File: config.mk
export PLATFORM = sky130hd
export DESIGN_NAME = sort_stream_unloader
export DESIGN_NICKNAME = d
export VERILOG_FILES = /design/src/rtl/sort_stream_unloader.sv
export SDC_FILE = /design/constraint.sdc
export NUM_CORES = 1
export LEC_CHECK = 0
export CAP_MARGIN = 30
export CORE_MARGIN = 3
export CORE_UTILIZATION = 60
export DETAILED_ROUTE_END_ITERATION = 8
export PLACE_DENSITY_LB_ADDON = 0.25
export RECOVER_POWER = 100
export SYNTH_ARGS = -nofsm -noshare
export SYNTH_HDL_FRONTEND = slang
export SYNTH_SLANG_ARGS = --single-unit
export TNS_END_PERCENT = 1
File: constraint.sdc
create_clock -name clk -period 51.5 [get_ports clk]
set_input_delay 5.15 -clock clk [delete_from_list [all_inputs] [get_ports clk]]
set_output_delay 5.15 -clock clk [all_outputs]
set_load 0.005 [all_outputs]
File: src/rtl/sort_stream_unloader.sv
// Buffers sorted vectors from the non-stallable bitonic sorter and streams them
// out one element per cycle on a valid/ready interface, flagging dropped vectors.
module sort_stream_unloader #(
    parameter int unsigned DEPTH    = 8,
    parameter int unsigned WIDTH    = 32,
    parameter int unsigned BUF_VECS = 2
) (
    input  logic               clk,
    input  logic               rst,
    input  logic               vec_valid_in,
    input  logic [0:WIDTH-1]   vec_in [0:DEPTH-1],
    output logic               vec_ready,
    output logic [WIDTH-1:0]   out_data,
    output logic               out_valid,
    input  logic               out_ready,
    output logic               out_last,
    output logic               overflow
);

    localparam int unsigned IDX_W = (DEPTH > 1) ? $clog2(DEPTH) : 1;
    localparam int unsigned PTR_W = (BUF_VECS > 1) ? $clog2(BUF_VECS) : 1;
    localparam int unsigned CNT_W = $clog2(BUF_VECS) + 1;

    logic [WIDTH-1:0] mem_q [BUF_VECS][DEPTH];

    logic [IDX_W-1:0] idx_q, idx_d;
    logic [PTR_W-1:0] wr_ptr_q, wr_ptr_d;
    logic [PTR_W-1:0] rd_ptr_q, rd_ptr_d;
    logic [CNT_W-1:0] cnt_q, cnt_d;
    logic             overflow_q, overflow_d;
    logic             vec_ready_q, vec_ready_d;
    logic             out_valid_q, out_valid_d;
    logic             out_last_q, out_last_d;
    logic [WIDTH-1:0] out_data_q, out_data_d;

    logic             xfer;
    logic             release_vec;
    logic             wr_en;
    logic [WIDTH-1:0] head_word;

    // Next state; outputs are precomputed from next state so they leave a flop.
    always_comb begin
        xfer        = out_valid_q && out_ready;
        release_vec = xfer && (idx_q == IDX_W'(DEPTH - 1));
        wr_en       = vec_valid_in && ((cnt_q < CNT_W'(BUF_VECS)) || release_vec);

        idx_d      = idx_q;
        rd_ptr_d   = rd_ptr_q;
        wr_ptr_d   = wr_ptr_q;
        cnt_d      = cnt_q;
        overflow_d = overflow_q || (vec_valid_in && !wr_en);

        if (xfer) begin
            idx_d = release_vec ? '0 : idx_q + IDX_W'(1);
        end
        if (release_vec) begin
            rd_ptr_d = (rd_ptr_q == PTR_W'(BUF_VECS - 1)) ? '0 : rd_ptr_q + PTR_W'(1);
        end
        if (wr_en) begin
            wr_ptr_d = (wr_ptr_q == PTR_W'(BUF_VECS - 1)) ? '0 : wr_ptr_q + PTR_W'(1);
        end
        if (wr_en && !release_vec) begin
            cnt_d = cnt_q + CNT_W'(1);
        end else if (!wr_en && release_vec) begin
            cnt_d = cnt_q - CNT_W'(1);
        end

        // The slot being written becomes the head only when nothing else is queued.
        if (wr_en && (wr_ptr_q == rd_ptr_d)) begin
            head_word = vec_in[idx_d];
        end else begin
            head_word = mem_q[rd_ptr_d][idx_d];
        end

        out_valid_d = (cnt_d != '0);
        out_data_d  = out_valid_d ? head_word : '0;
        out_last_d  = out_valid_d && (idx_d == IDX_W'(DEPTH - 1));
        vec_ready_d = (cnt_d < CNT_W'(BUF_VECS));
    end

    always_ff @(posedge clk) begin
        if (!rst) begin
            idx_q       <= '0;
            wr_ptr_q    <= '0;
            rd_ptr_q    <= '0;
            cnt_q       <= '0;
            overflow_q  <= 1'b0;
            vec_ready_q <= 1'b1;
            out_valid_q <= 1'b0;
            out_last_q  <= 1'b0;
            out_data_q  <= '0;
        end else begin
            idx_q       <= idx_d;
            wr_ptr_q    <= wr_ptr_d;
            rd_ptr_q    <= rd_ptr_d;
            cnt_q       <= cnt_d;
            overflow_q  <= overflow_d;
            vec_ready_q <= vec_ready_d;
            out_valid_q <= out_valid_d;
            out_last_q  <= out_last_d;
            out_data_q  <= out_data_d;
        end
    end

    // Vector storage; contents need no reset since count gates every read.
    always_ff @(posedge clk) begin
        if (rst && wr_en) begin
            for (int i = 0; i < int'(DEPTH); i++) begin
                mem_q[wr_ptr_q][i] <= vec_in[i];
            end
        end
    end

    assign vec_ready = vec_ready_q;
    assign out_data  = out_data_q;
    assign out_valid = out_valid_q;
    assign out_last  = out_last_q;
    assign overflow  = overflow_q;

endmodule

==> flow_summary.toml <==
[synthesis]
synth_cells = 1695
synth_cell_types = 53
synth_seq_cells = 555
synth_top_area_cell = "edfxtp_1"
async_reset_ff_frac = 0
synth-seq-area-share = 0.661
syn_area_um2 = 24500
ys_top_cells_by_count = "edfxtp_1, mux2i_1, nand2_1"
netlist.area_leader.share = 0.626
synth_ff_type = "edfxtp_1"
yosys_warnings = 0
synth-edff-count = 512
yosys-top-cells-area = "edfxtp_1, mux2i_1, dfxtp_1"
synth_area_per_cell_um2 = 14.5
syn_nets = 1957
synth_most_common_cell = "edfxtp_1"

[cts]
cts_root_buf = "clkbuf_16"
post_cts_resized = 0
clk_path_buf_depth = 3
insertion_delay_ns = 0.62
cts_tree = "done"
cts_buffers = 55
cts_max_level = 2
clkTransAtPathRegs_ns = 0.06
cts.sinks = 555
cts_hold_buf = 0
post_cts_buffers = 0

[sta]
drv_slew = 875
period_share = 0.270
fmax_ghz = 0.0720
finalCriticalPeriod_ns = 13.89
setup_viol = 0
skew_ns = 0.0232
worst_pin_slew_ns = 9.62
rsz0062_at_grt = "false"
fin_ws_ns = 37.61
final_hold_viol_count = 0
slew_headroom = -5.41
tns_ns = 0

[worst_setup_path]
cp.arrival_ns = 13.80
crit_required_ns = 51.41
crit_fanout = 168
worstSetupPathType = "primary input to register"
endpoint_kind = "register"
max_stage_delay_ns = 6.65
crit_slowest_cell = "clkbuf_1"
startpoint_type = "primary input"
cp_cell_sequence = "dlygate4sd3_1, nand3_1, a211oi_1, clkbuf_1"

[pwr]
leakage_nw = 11.6
fin_total_pwr_mw = 1.04
peakVddDrop_mv = 0.0267
power_density_nw_per_um2 = 34.9

[floorplanning]
fp-row-count = 73
io_pins = 296
dieArea_um2 = 43400
die_y_um = 208
dieWidth_um = 208
core_area_um2 = 40100
start_util = 0.612

[route]
first_iter_violations = 1926
via_count = 16585
wirelength_mm = 66.8
drtAntennaViolNets = 0
viasPerCell = 6.52
drc_errors = 0
firstDrtPassIters = 7
wl_per_cell_um = 26.2

[layout]
syn2layout_area_growth_pct = 21.2
multiInputGateArea_um2 = 7840
regArea_um2 = 16200
fill_cells = 2533
fin_util = 0.742
stdcell_count = 2544
nets = 2220
drive_above_1_share = 0.0838

[global_route]
grt_max_degree = 169
grt_remaining_overflow = 0
groute.usage.overall = 0.299
grt_antenna_before_repair = 21
grt_first_pass_wirelength_mm = 99.7
grt_pass1_vias = 16506

[placement]
gp_congestion = 0.885
dp_cells = 2425
dp_slack_ns = 42.19
port_buffers = 295
dpl.hpwl_mm = 42.0

[worst_hold_path]
hp-class = "register to register"

[run_status]
violations = "capacitance limit, slew limit"
status = "complete, but fails checks"

[job]
drv_cap = 13
## worst paths after layout
check             startpoint            end  slack, ns  cells after the start
hold reg to reg     overflow       overflow       0.49                      2
hold / removal      overflow       overflow       0.49                      2
setup / recovery   out_ready  mem_q[0][245]      37.61                      4
setup reg to reg    idx_q[1]  mem_q[0][245]      41.99                      5
## state kept, by name (all words and copies together), names as in the netlist
register,cells
cnt_q,2
idx_q,3
mem_q,512
out_data,32
out_last,1
out_valid,1
overflow,1
rd_ptr_q,1
vec_ready,1
wr_ptr_q,1
## metrics by stage
stage               instance area, µm²  hold slack [ns]
floorplan                        24500            0.461
global placement                 28000            0.460
detailed placement               28000            0.485
CTS                              29800            0.501
global route                     29700            0.516
finish                           29800            0.490
## cell families (layout without fill, tap and decap cells)
logic type / count (synthesis) / in the layout / share of synthesized area
AO/OA/AOI/OAI: 237 / 237 / 0.0723
flip-flops: 555 / 555 / 0.661
AND/OR/NAND/NOR: 362 / 362 / 0.0666
adder cells (fa/ha/maj): 2 / 2 / 0.00102
multiplexers: 405 / 405 / 0.172
XOR/XNOR: 6 / 6 / 0.00245
buffers and inverters: 128 / 438 / 0.0239
other: 0 / 14 / 0
## power by group
part | switching, mW | leakage, nW | total (mW) | internal (mW)
combinational | 0.0674 | 5.71 | 0.116 | 0.0484
sequential | 0.00760 | 5.04 | 0.531 | 0.523
clock | 0.165 | 0.863 | 0.392 | 0.227
## placed cells by master, fill, tap and decap left out, types with 3 or more instances in the layout
master and n:
clkinv_1 11, clkinv_2 7, a21oi_1 9, o21ai_0 53
clkbuf_8 5, and3_1 7, buf_4 20, a22oi_1 5
mux2i_1 354, nand3b_1 14, nor2_1 62, o211ai_1 28
a211oi_1 8, dfxtp_1 42, a222oi_1 32, mux4_2 10
clkbuf_16 56, edfxtp_1 512, bufinv_16 4, o22ai_1 13
o21ai_1 3, mux2_2 40, inv_1 3, nand3_1 99
o221ai_1 27, diode_2 14, nand4_1 6, clkbuf_1 30
a32oi_1 44, nand2_1 158, dlygate4sd3_1 293
## metal layers
metal | global-route usage | wire, µm | vias up
met5 | 0 | 58 | -
met4 | 0.0944 | 1910 | 14
met2 | 0.467 | 31600 | 974
li1 | - | - | 7213
met1 | 0.424 | 26100 | 8238
met3 | 0.0694 | 7130 | 146
## area by class of cell
cell class,count,share of cell area
Clock buffer,78,0.0516
Timing Repair Buffer,330,0.107
Sequential cell,555,0.546
Inverter,4,0.000505
Multi-Input combinational cell,1012,0.264
Antenna cell,14,0.00118
Tap cell,525,0.0221
Clock inverter,26,0.00799
## critical path: cells and delay by family
family,cells,cell delay (ns)
simple gates,1,0.43
buf+inv,2,7.53
compound gates,1,0.41
(Power assumes the default switching activity.)
